[src/rtl/mux_scan_pkg.sv]
// Shared widths, channel count and FSM state encoding for the round-robin mux scanner.
package mux_scan_pkg;

    localparam int CONTROL_WIDTH = 3;
    localparam int DATA_WIDTH    = 8;
    localparam int NUM_CH        = 1 << CONTROL_WIDTH;

    typedef enum logic [1:0] {
        IDLE   = 2'd0,
        SELECT = 2'd1,
        HOLD   = 2'd2
    } state_t;

    function automatic logic [NUM_CH-1:0] chan_onehot(input logic [CONTROL_WIDTH-1:0] idx);
        chan_onehot = NUM_CH'(1) << idx;
    endfunction

endpackage

[src/rtl/mux_scan_3_8_if.sv]
// Request/grant, mux steering and downstream valid/ready signals of the scanner.
interface mux_scan_3_8_if;
    import mux_scan_pkg::*;

    logic [NUM_CH-1:0]        req;
    logic [NUM_CH-1:0]        ack;
    logic [CONTROL_WIDTH-1:0] sel;
    logic [DATA_WIDTH-1:0]    mux_out;
    logic [DATA_WIDTH-1:0]    out_data;
    logic                     out_valid;
    logic                     out_ready;

    // Producer / integration side: raises requests, feeds back the mux output, consumes data.
    modport master (
        output req,
        output mux_out,
        output out_ready,
        input  ack,
        input  sel,
        input  out_data,
        input  out_valid
    );

    // Scanner side.
    modport slave (
        input  req,
        input  mux_out,
        input  out_ready,
        output ack,
        output sel,
        output out_data,
        output out_valid
    );

endinterface

[src/rtl/rr_pick_8.sv]
// Combinational rotating-priority picker: first set request at or after ptr, wrapping.
module rr_pick_8
    import mux_scan_pkg::*;
(
    input  logic [NUM_CH-1:0]        req,
    input  logic [CONTROL_WIDTH-1:0] ptr,
    output logic [CONTROL_WIDTH-1:0] idx,
    output logic                     any
);

    logic [CONTROL_WIDTH-1:0] cand [NUM_CH];
    logic [NUM_CH-1:0]        hit;

    // Offset gi from ptr wraps naturally in CONTROL_WIDTH bits.
    for (genvar gi = 0; gi < NUM_CH; gi++) begin : g_rot
        assign cand[gi] = ptr + CONTROL_WIDTH'(gi);
        assign hit[gi]  = req[cand[gi]];
    end

    always_comb begin
        idx = ptr;
        for (int i = NUM_CH - 1; i >= 0; i--) begin
            if (hit[i]) begin
                idx = cand[i];
            end
        end
        any = |req;
    end

endmodule

[src/rtl/mux_scan_3_8.sv]
// Round-robin scanner: grants one channel, steers the external mux, captures and hands off the byte.
module mux_scan_3_8
    import mux_scan_pkg::*;
(
    input  logic          clk,
    input  logic          reset,
    mux_scan_3_8_if.slave bus
);

    state_t                   state_q, state_d;
    logic [CONTROL_WIDTH-1:0] sel_q, sel_d;
    logic [CONTROL_WIDTH-1:0] ptr_q, ptr_d;
    logic [DATA_WIDTH-1:0]    out_data_q, out_data_d;
    logic                     out_valid_q, out_valid_d;
    logic [NUM_CH-1:0]        ack_q, ack_d;

    logic [CONTROL_WIDTH-1:0] pick_idx;
    logic                     pick_any;

    rr_pick_8 u_pick (
        .req (bus.req),
        .ptr (ptr_q),
        .idx (pick_idx),
        .any (pick_any)
    );

    always_comb begin
        state_d     = state_q;
        sel_d       = sel_q;
        ptr_d       = ptr_q;
        out_data_d  = out_data_q;
        out_valid_d = out_valid_q;
        ack_d       = '0;
        case (state_q)
            IDLE: begin
                if (pick_any) begin
                    sel_d   = pick_idx;
                    state_d = SELECT;
                end
            end
            // Grant is committed here: req is not re-examined, sel has settled the mux.
            SELECT: begin
                out_data_d  = bus.mux_out;
                out_valid_d = 1'b1;
                ack_d       = chan_onehot(sel_q);
                ptr_d       = sel_q + CONTROL_WIDTH'(1);
                state_d     = HOLD;
            end
            HOLD: begin
                if (out_valid_q && bus.out_ready) begin
                    out_valid_d = 1'b0;
                    state_d     = IDLE;
                end
            end
            default: begin
                state_d = IDLE;
            end
        endcase
    end

    always_ff @(posedge clk) begin
        if (reset) begin
            state_q     <= IDLE;
            sel_q       <= '0;
            ptr_q       <= '0;
            out_data_q  <= '0;
            out_valid_q <= 1'b0;
            ack_q       <= '0;
        end else begin
            state_q     <= state_d;
            sel_q       <= sel_d;
            ptr_q       <= ptr_d;
            out_data_q  <= out_data_d;
            out_valid_q <= out_valid_d;
            ack_q       <= ack_d;
        end
    end

    assign bus.sel       = sel_q;
    assign bus.ack       = ack_q;
    assign bus.out_data  = out_data_q;
    assign bus.out_valid = out_valid_q;

endmodule

[src/flat_wrapper.sv]
// flat-port wrapper written by rule: the top's interface ports become plain ports
module mux_scan_3_8_flat import mux_scan_pkg::*;
  (clk, reset, bus_req, bus_mux_out, bus_out_ready, bus_ack, bus_sel, bus_out_data, bus_out_valid);
  mux_scan_3_8_if bus_i ();
  input  logic clk;
  input  logic reset;
  input wire logic [$bits(bus_i.req)-1:0] bus_req;
  input wire logic [$bits(bus_i.mux_out)-1:0] bus_mux_out;
  input wire logic [$bits(bus_i.out_ready)-1:0] bus_out_ready;
  output wire logic [$bits(bus_i.ack)-1:0] bus_ack;
  output wire logic [$bits(bus_i.sel)-1:0] bus_sel;
  output wire logic [$bits(bus_i.out_data)-1:0] bus_out_data;
  output wire logic [$bits(bus_i.out_valid)-1:0] bus_out_valid;
  assign bus_i.req = bus_req;
  assign bus_i.mux_out = bus_mux_out;
  assign bus_i.out_ready = bus_out_ready;
  assign bus_ack = bus_i.ack;
  assign bus_sel = bus_i.sel;
  assign bus_out_data = bus_i.out_data;
  assign bus_out_valid = bus_i.out_valid;
  mux_scan_3_8 u_core (.clk(clk), .reset(reset), .bus(bus_i));
endmodule
[config.mk]
export PLATFORM = sky130hd
export DESIGN_NAME = mux_scan_3_8_flat
export DESIGN_NICKNAME = d
export VERILOG_FILES = /design/src/rtl/mux_scan_pkg.sv /design/src/rtl/mux_scan_3_8_if.sv /design/src/rtl/rr_pick_8.sv /design/src/rtl/mux_scan_3_8.sv /design/src/flat_wrapper.sv
export SDC_FILE = /design/constraint.sdc
export NUM_CORES = 1
export LEC_CHECK = 0
export CORE_MARGIN = 4
export CORE_UTILIZATION = 50
export DETAILED_ROUTE_END_ITERATION = 6
export GPL_TIMING_DRIVEN = 1
export HOLD_SLACK_MARGIN = 0.02
export PLACE_DENSITY_LB_ADDON = 0.3
export SLEW_MARGIN = 30
export SYNTH_ARGS = -nofsm -noshare
export SYNTH_HDL_FRONTEND = slang
export SYNTH_SLANG_ARGS = --single-unit
[constraint.sdc]
create_clock -name clk -period 3.8 [get_ports clk]
set_input_delay 0.38 -clock clk [delete_from_list [all_inputs] [get_ports clk]]
set_output_delay 0.38 -clock clk [all_outputs]
set_load 0.01 [all_outputs]
==> flow_metrics.tcl, run 1 <==
set metrics [dict create \
    fin_crit_ns 2.74 \
    hold-worst-slack_ns 0.456 \
    combPwrFrac_pct 55.5 \
    synth-edff-count 0 \
    grt_antenna_before_repair 0 \
    drc_errors 0 \
    ys.flop_type "dfxtp_1" \
    dp_hpwl_um 3780 \
    n_fill_cell 355 \
    grt_start_max_net_pins 24 \
    skew_ns 0.00309 \
    synth_cells 233 \
    grt_pass1_wl_um 8350 \
    syn_avg_cell_area_um2 9.06 \
    setup_viol 0 \
    p_per_area_nw_per_um2 419 \
    slew_headroom_pct 47.8 \
    ff2ff_path_depth 9 \
    startpoint_type "register" \
    die_x_um 73.0 \
    final_cell_area_um2 2510 \
    place_congestion 0.949 \
    slew_viol_final 0 \
    first_iter_violations 146 \
    synth_top_area_share_pct 23.7 \
    path_class "reg -> reg" \
    dieArea_um2 5330 \
    arrival_ns 2.90 \
    cts_sinks 25 \
    cts.reportedPaths.clkPinSlew_ns 0.08 \
    grt_usage_pct 19.9 \
    drive_gt1_share_pct 12.5 \
    fmax_mhz 365 \
    wl_per_cell_um 16.5 \
    holdBufCountCts 0 \
    synthTopCellsByCount "nand2_1 (29), dfxtp_1 (25), a21oi_1 (16)" \
    r2r_start "u_core.ptr_q[0]" \
    die_h_um 73.0 \
    syn_to_final_growth_pct 19.1 \
    cts-root-buf "clkbuf_8" \
    p_leak_uw 0.000920 \
    outcome "completed" \
    core_area_um2 4030 \
    ys_top_cells_by_area "dfxtp_1 (24%), mux4_2 (8.5%), mux2i_1 (7.1%)" \
    fin_tns_setup_ns 0 \
    cts_resized 0 \
    required_ns 3.96 \
    synth_top_area_cell "dfxtp_1" \
    ir_drop_mv 0.279 \
    pwr-share-clk_pct 14.3 \
    register_area_um2 500 \
    ant_nets 0 \
    hold_viol 0 \
    fin_util_pct 62.4 \
    drt-vias-per-instance 6.14 \
    nets 283 \
    p_int_uw 650 \
    swShare_pct 38.4 \
    place_area_um2 2470 \
    final_cells 307 \
    ys_seq_area_share_pct 23.7 \
    multi_input_area_um2 1450 \
    cts_buffer_depth 2 \
    cts_inserted_buffers 3 \
    yosys_warnings 0 \
    rows 23 \
    synth_area_um2 2110 \
    dr.pass1.iters 4 \
    hp-class "reg -> reg" \
    regToRegEndpoint "u_core.bus.sel[0]" \
    dp.cells 303 \
    cts_setup_buffers 0 \
    cts_tree "yes" \
    clock_latency_ns 0.26 \
    p_switching_uw 405 \
    rsz0062_at_grt "no" \
    synth-async-reset-ratio_pct 0 \
    crit_fanout 10 \
    pin_count 39 \
    synth_fp_nets 258 \
    antenna_cells 0 \
    tightestPinTransition_ns 0.780 \
    rrSetupSlack_ns 1.06 \
    fin_crit_sh_pct 72.1 \
    seqPwrFrac_pct 30.2 \
    cp-end-kind "register" \
    grt-ovfl-total 0 \
    synth_cell_type_count 51 \
    startpoint "u_core.ptr_q[0]" \
    start_util_pct 52.4 \
    routed_wl_um 5080 \
    grt_pass1_vias 1734 \
    maxCapViolations 0 \
    ys_seq_elements 25 \
    critical_path.endpoint "u_core.bus.sel[0]" \
    port_buffers 38 \
    h-tree-depth 1 \
    vias 1884 \
    yosysMostFrequentCell "nand2_1" \
]
-- flip-flops by register name (all words and copies together) (netlist names) --
name                  flops
u_core.bus.sel            3
u_core.state_q            2
u_core.bus.ack            8
u_core.ptr_q              3
u_core.bus.out_data       8
u_core.bus.out_valid      1
-- cell type report --
type	count	share of cell area [%]
timing repair buffer	43	16.6
multi-input combinational	176	57.8
sequential	25	19.9
clock buffer	4	1.79
inverter	9	1.34
tap	50	2.49
-- through the flow --
stage,setup slack [ns],power (µW)
after global placement,1.07,897
final,1.06,1050
after detailed placement,1.05,903
after global routing,0.844,1130
after CTS,1.06,1060
after floorplan,1.20,754
-- worst max-delay path: stages, from the launching register on --
cell     delay [ns]
dfxtp_1        0.33
inv_1          0.13
ha_1           0.58
buf_4          0.27
mux4_1         0.38
mux2_2         0.31
nor2b_1        0.25
nor4_4         0.09
mux2i_1        0.12
a21o_1         0.17
-- power by group through the flow --
stage          Clock [µW]  Combinational (µW)  Sequential, µW
3_3_place_gp            0                 573             324
4_1_cts               158                 579             319
2_1_floorplan           0                 429             326
3_5_place_dp            0                 577             325
6_report              151                 585             318
5_1_grt               169                 642             323
-- logic make-up after synthesis --
group,synth area share (%)
adders and majority gates,3.56
and+or+nand+nor,18.6
muxes,27.9
xor gates and xnor gates,2.07
AOI/OAI and AO/OA,16.7
buffers and inverters,7.41
DFF,23.7
-- worst min-delay path by stage --
stage                      startpoint                endpoint  cells past startpoint  slack, ns
2_1_floorplan                   reset       u_core.state_q[0]                      1       0.46
3_3_place_gp   u_core.bus.out_data[7]  u_core.bus.out_data[7]                      2       0.44
3_5_place_dp   u_core.bus.out_data[5]  u_core.bus.out_data[5]                      2       0.45
4_1_cts        u_core.bus.out_data[5]  u_core.bus.out_data[5]                      2       0.46
5_1_grt        u_core.bus.out_data[5]  u_core.bus.out_data[5]                      2       0.48
6_report       u_core.bus.out_data[7]  u_core.bus.out_data[7]                      2       0.46
-- layer usage --
metal	vias to the layer above	global-route usage [%]	share of wire, %
li1	906	-	-
met1	905	28.8	44
met2	69	30.8	49
met3	4	4.55	6.5
met4	0	3.07	0.57
met5	-	0	0
-- placed cells by master, fill, tap and decap left out, drive strengths merged, types with 8 or more instances in the layout --
cell / instances
clkdlybuf4s50: 38
a21oi: 16
and2: 11
inv: 9
nor2: 8
mux4: 12
mux2: 13
dfxtp: 25
mux2i: 15
nand2: 29
(Power assumes the default switching activity.)
==> run 2, diff against run 1 <==
==> constraint.sdc (replaced) <==
create_clock -name clk -period 2.55 [get_ports clk]
set_input_delay 0.255 -clock clk [delete_from_list [all_inputs] [get_ports clk]]
set_output_delay 0.255 -clock clk [all_outputs]
set_load 0.01 [all_outputs]
==> flow_metrics.tcl, run 2 (synthesis results as in run 1) <==
set metrics [dict create \
    grt.busiest_layer "met2" \
    drc_errors 0 \
    holdBufCountCts 0 \
    die_h_um 73.0 \
    hold_viol 0 \
    vias 1884 \
    outcome "completed" \
    syn_to_final_growth_pct 24.5 \
    clock_latency_ns 0.27 \
    hp-class "reg -> reg" \
    arrival_ns 2.58 \
    ir_drop_mv 0.428 \
    cts_setup_buffers 0 \
    drive_gt1_share_pct 18.2 \
    p_leak_uw 0.000989 \
    crit_fanout 19 \
    h-tree-depth 1 \
    die_x_um 73.0 \
    grt.met3_usage_pct 3.58 \
    fin_crit_sh_pct 94.4 \
    mostFrequentLayoutCell "clkdlybuf4s50_1" \
    final_cell_area_um2 2630 \
    worstPathCellList "inv_2 -> ha_1 -> buf_12 -> mux2_2 -> a22oi_1 -> and4_1 -> nor4_4 -> mux2i_1 -> a21o_1" \
    slowest_stage "mux2_2" \
    cts_resized 0 \
    antenna_cells 0 \
    worst_slack_ns 0.144 \
    place_area_um2 2580 \
    grt_pass1_wl_um 8630 \
    rrSetupSlack_ns 0.14 \
    grt_pass1_vias 1773 \
    pin_count 39 \
    core_area_um2 4030 \
    maxCapViolations 0 \
    p_per_area_nw_per_um2 619 \
    cts_sinks 25 \
    cts_inserted_buffers 3 \
    met1_usage_pct 29.7 \
    grt-ovfl-total 0 \
    post-place-ws_ns -0.00831 \
    skew_ns 0.00635 \
    grt_usage_pct 20.5 \
    required_ns 2.73 \
    ant_nets 0 \
    slew_viol_final 0 \
    setup_viol 0 \
    slowest_delay_ns 0.36 \
    slew_headroom_pct 52.7 \
    rows 23 \
    cts-root-buf "clkbuf_8" \
    nets 295 \
    wl_per_cell_um 16.3 \
    rsz0062_at_grt "no" \
    routed_wl_um 5210 \
    startpoint_type "register" \
    tightestPinTransition_ns 0.705 \
    drt-vias-per-instance 5.91 \
    fmax_mhz 416 \
    cts_buffer_depth 2 \
    grtUsageMet2_pct 31.7 \
    fin_tns_setup_ns 0 \
    final_cell_mix "clkdlybuf4s50_1 (38), nand2_1 (29), dfxtp_1 (24), a21oi_1 (16), buf_4 (16)" \
    start_util_pct 52.4 \
    cp_top_family "compound AO/OA/AOI/OAI gates" \
    fin_crit_ns 2.41 \
    place_congestion 0.901 \
    cp-end-kind "register" \
    path_buf_inv 2 \
    dr.pass1.iters 4 \
    cts_tree "yes" \
    cts.reportedPaths.clkPinSlew_ns 0.09 \
    path_class "reg -> reg" \
    port_buffers 38 \
    dieArea_um2 5330 \
    grt_start_max_net_pins 24 \
    grt_antenna_before_repair 0 \
    hold-worst-slack_ns 0.458 \
    dp_hpwl_um 3960 \
    first_iter_violations 134 \
]
==> run 2: path summary, 6_finish.rpt <==
check / from / to / cells past startpoint
worst max register to register: u_core.ptr_q[0] / u_core.bus.sel[0] / 9
worst min-delay path: u_core.bus.out_data[2] / u_core.bus.out_data[2] / 2
worst min register to register: u_core.bus.out_data[2] / u_core.bus.out_data[2] / 2
worst max-delay path: u_core.ptr_q[0] / u_core.bus.sel[0] / 9
==> run 2: per-layer routing <==
layer  wire, µm  share of wire, %
met5          0                 0
met1       2400                46
met2       2420                46
met3        316               6.1
met4         78               1.5
==> run 2: cell type report <==
cell class,count,area (µm²)
clock inverters,1,5.00
repair buffers,55,520
well taps,50,62.6
clock buffers,3,41.3
fillers,344,1400
multi-input cells,176,1460
flip-flops and latches,25,502
inverters,9,33.8
==> run 2: power breakdown <==
part | internal, µW | switching (µW) | leakage [µW] | total, µW
sequential | 431 | 42.9 | 0.000205 | 474
clock | 109 | 125 | 0.0000255 | 235
combinational | 455 | 463 | 0.000759 | 918
total | 996 | 631 | 0.000989 | 1630
==> run 2: tightest hold or removal path: stages, from the launching register on <==
cell,delay (ns)
dfxtp_1,0.31
nand2_1,0.05
a21oi_1,0.05
==> run 2: through the flow <==
stage	total power (µW)	std cells	utilization [%]
after CTS	1620	319	65.2
after floorplan	1130	233	-
after global placement	1380	315	64.0
after detailed placement	1390	315	64.0
final	1630	319	65.2
after global routing	1730	319	65.2
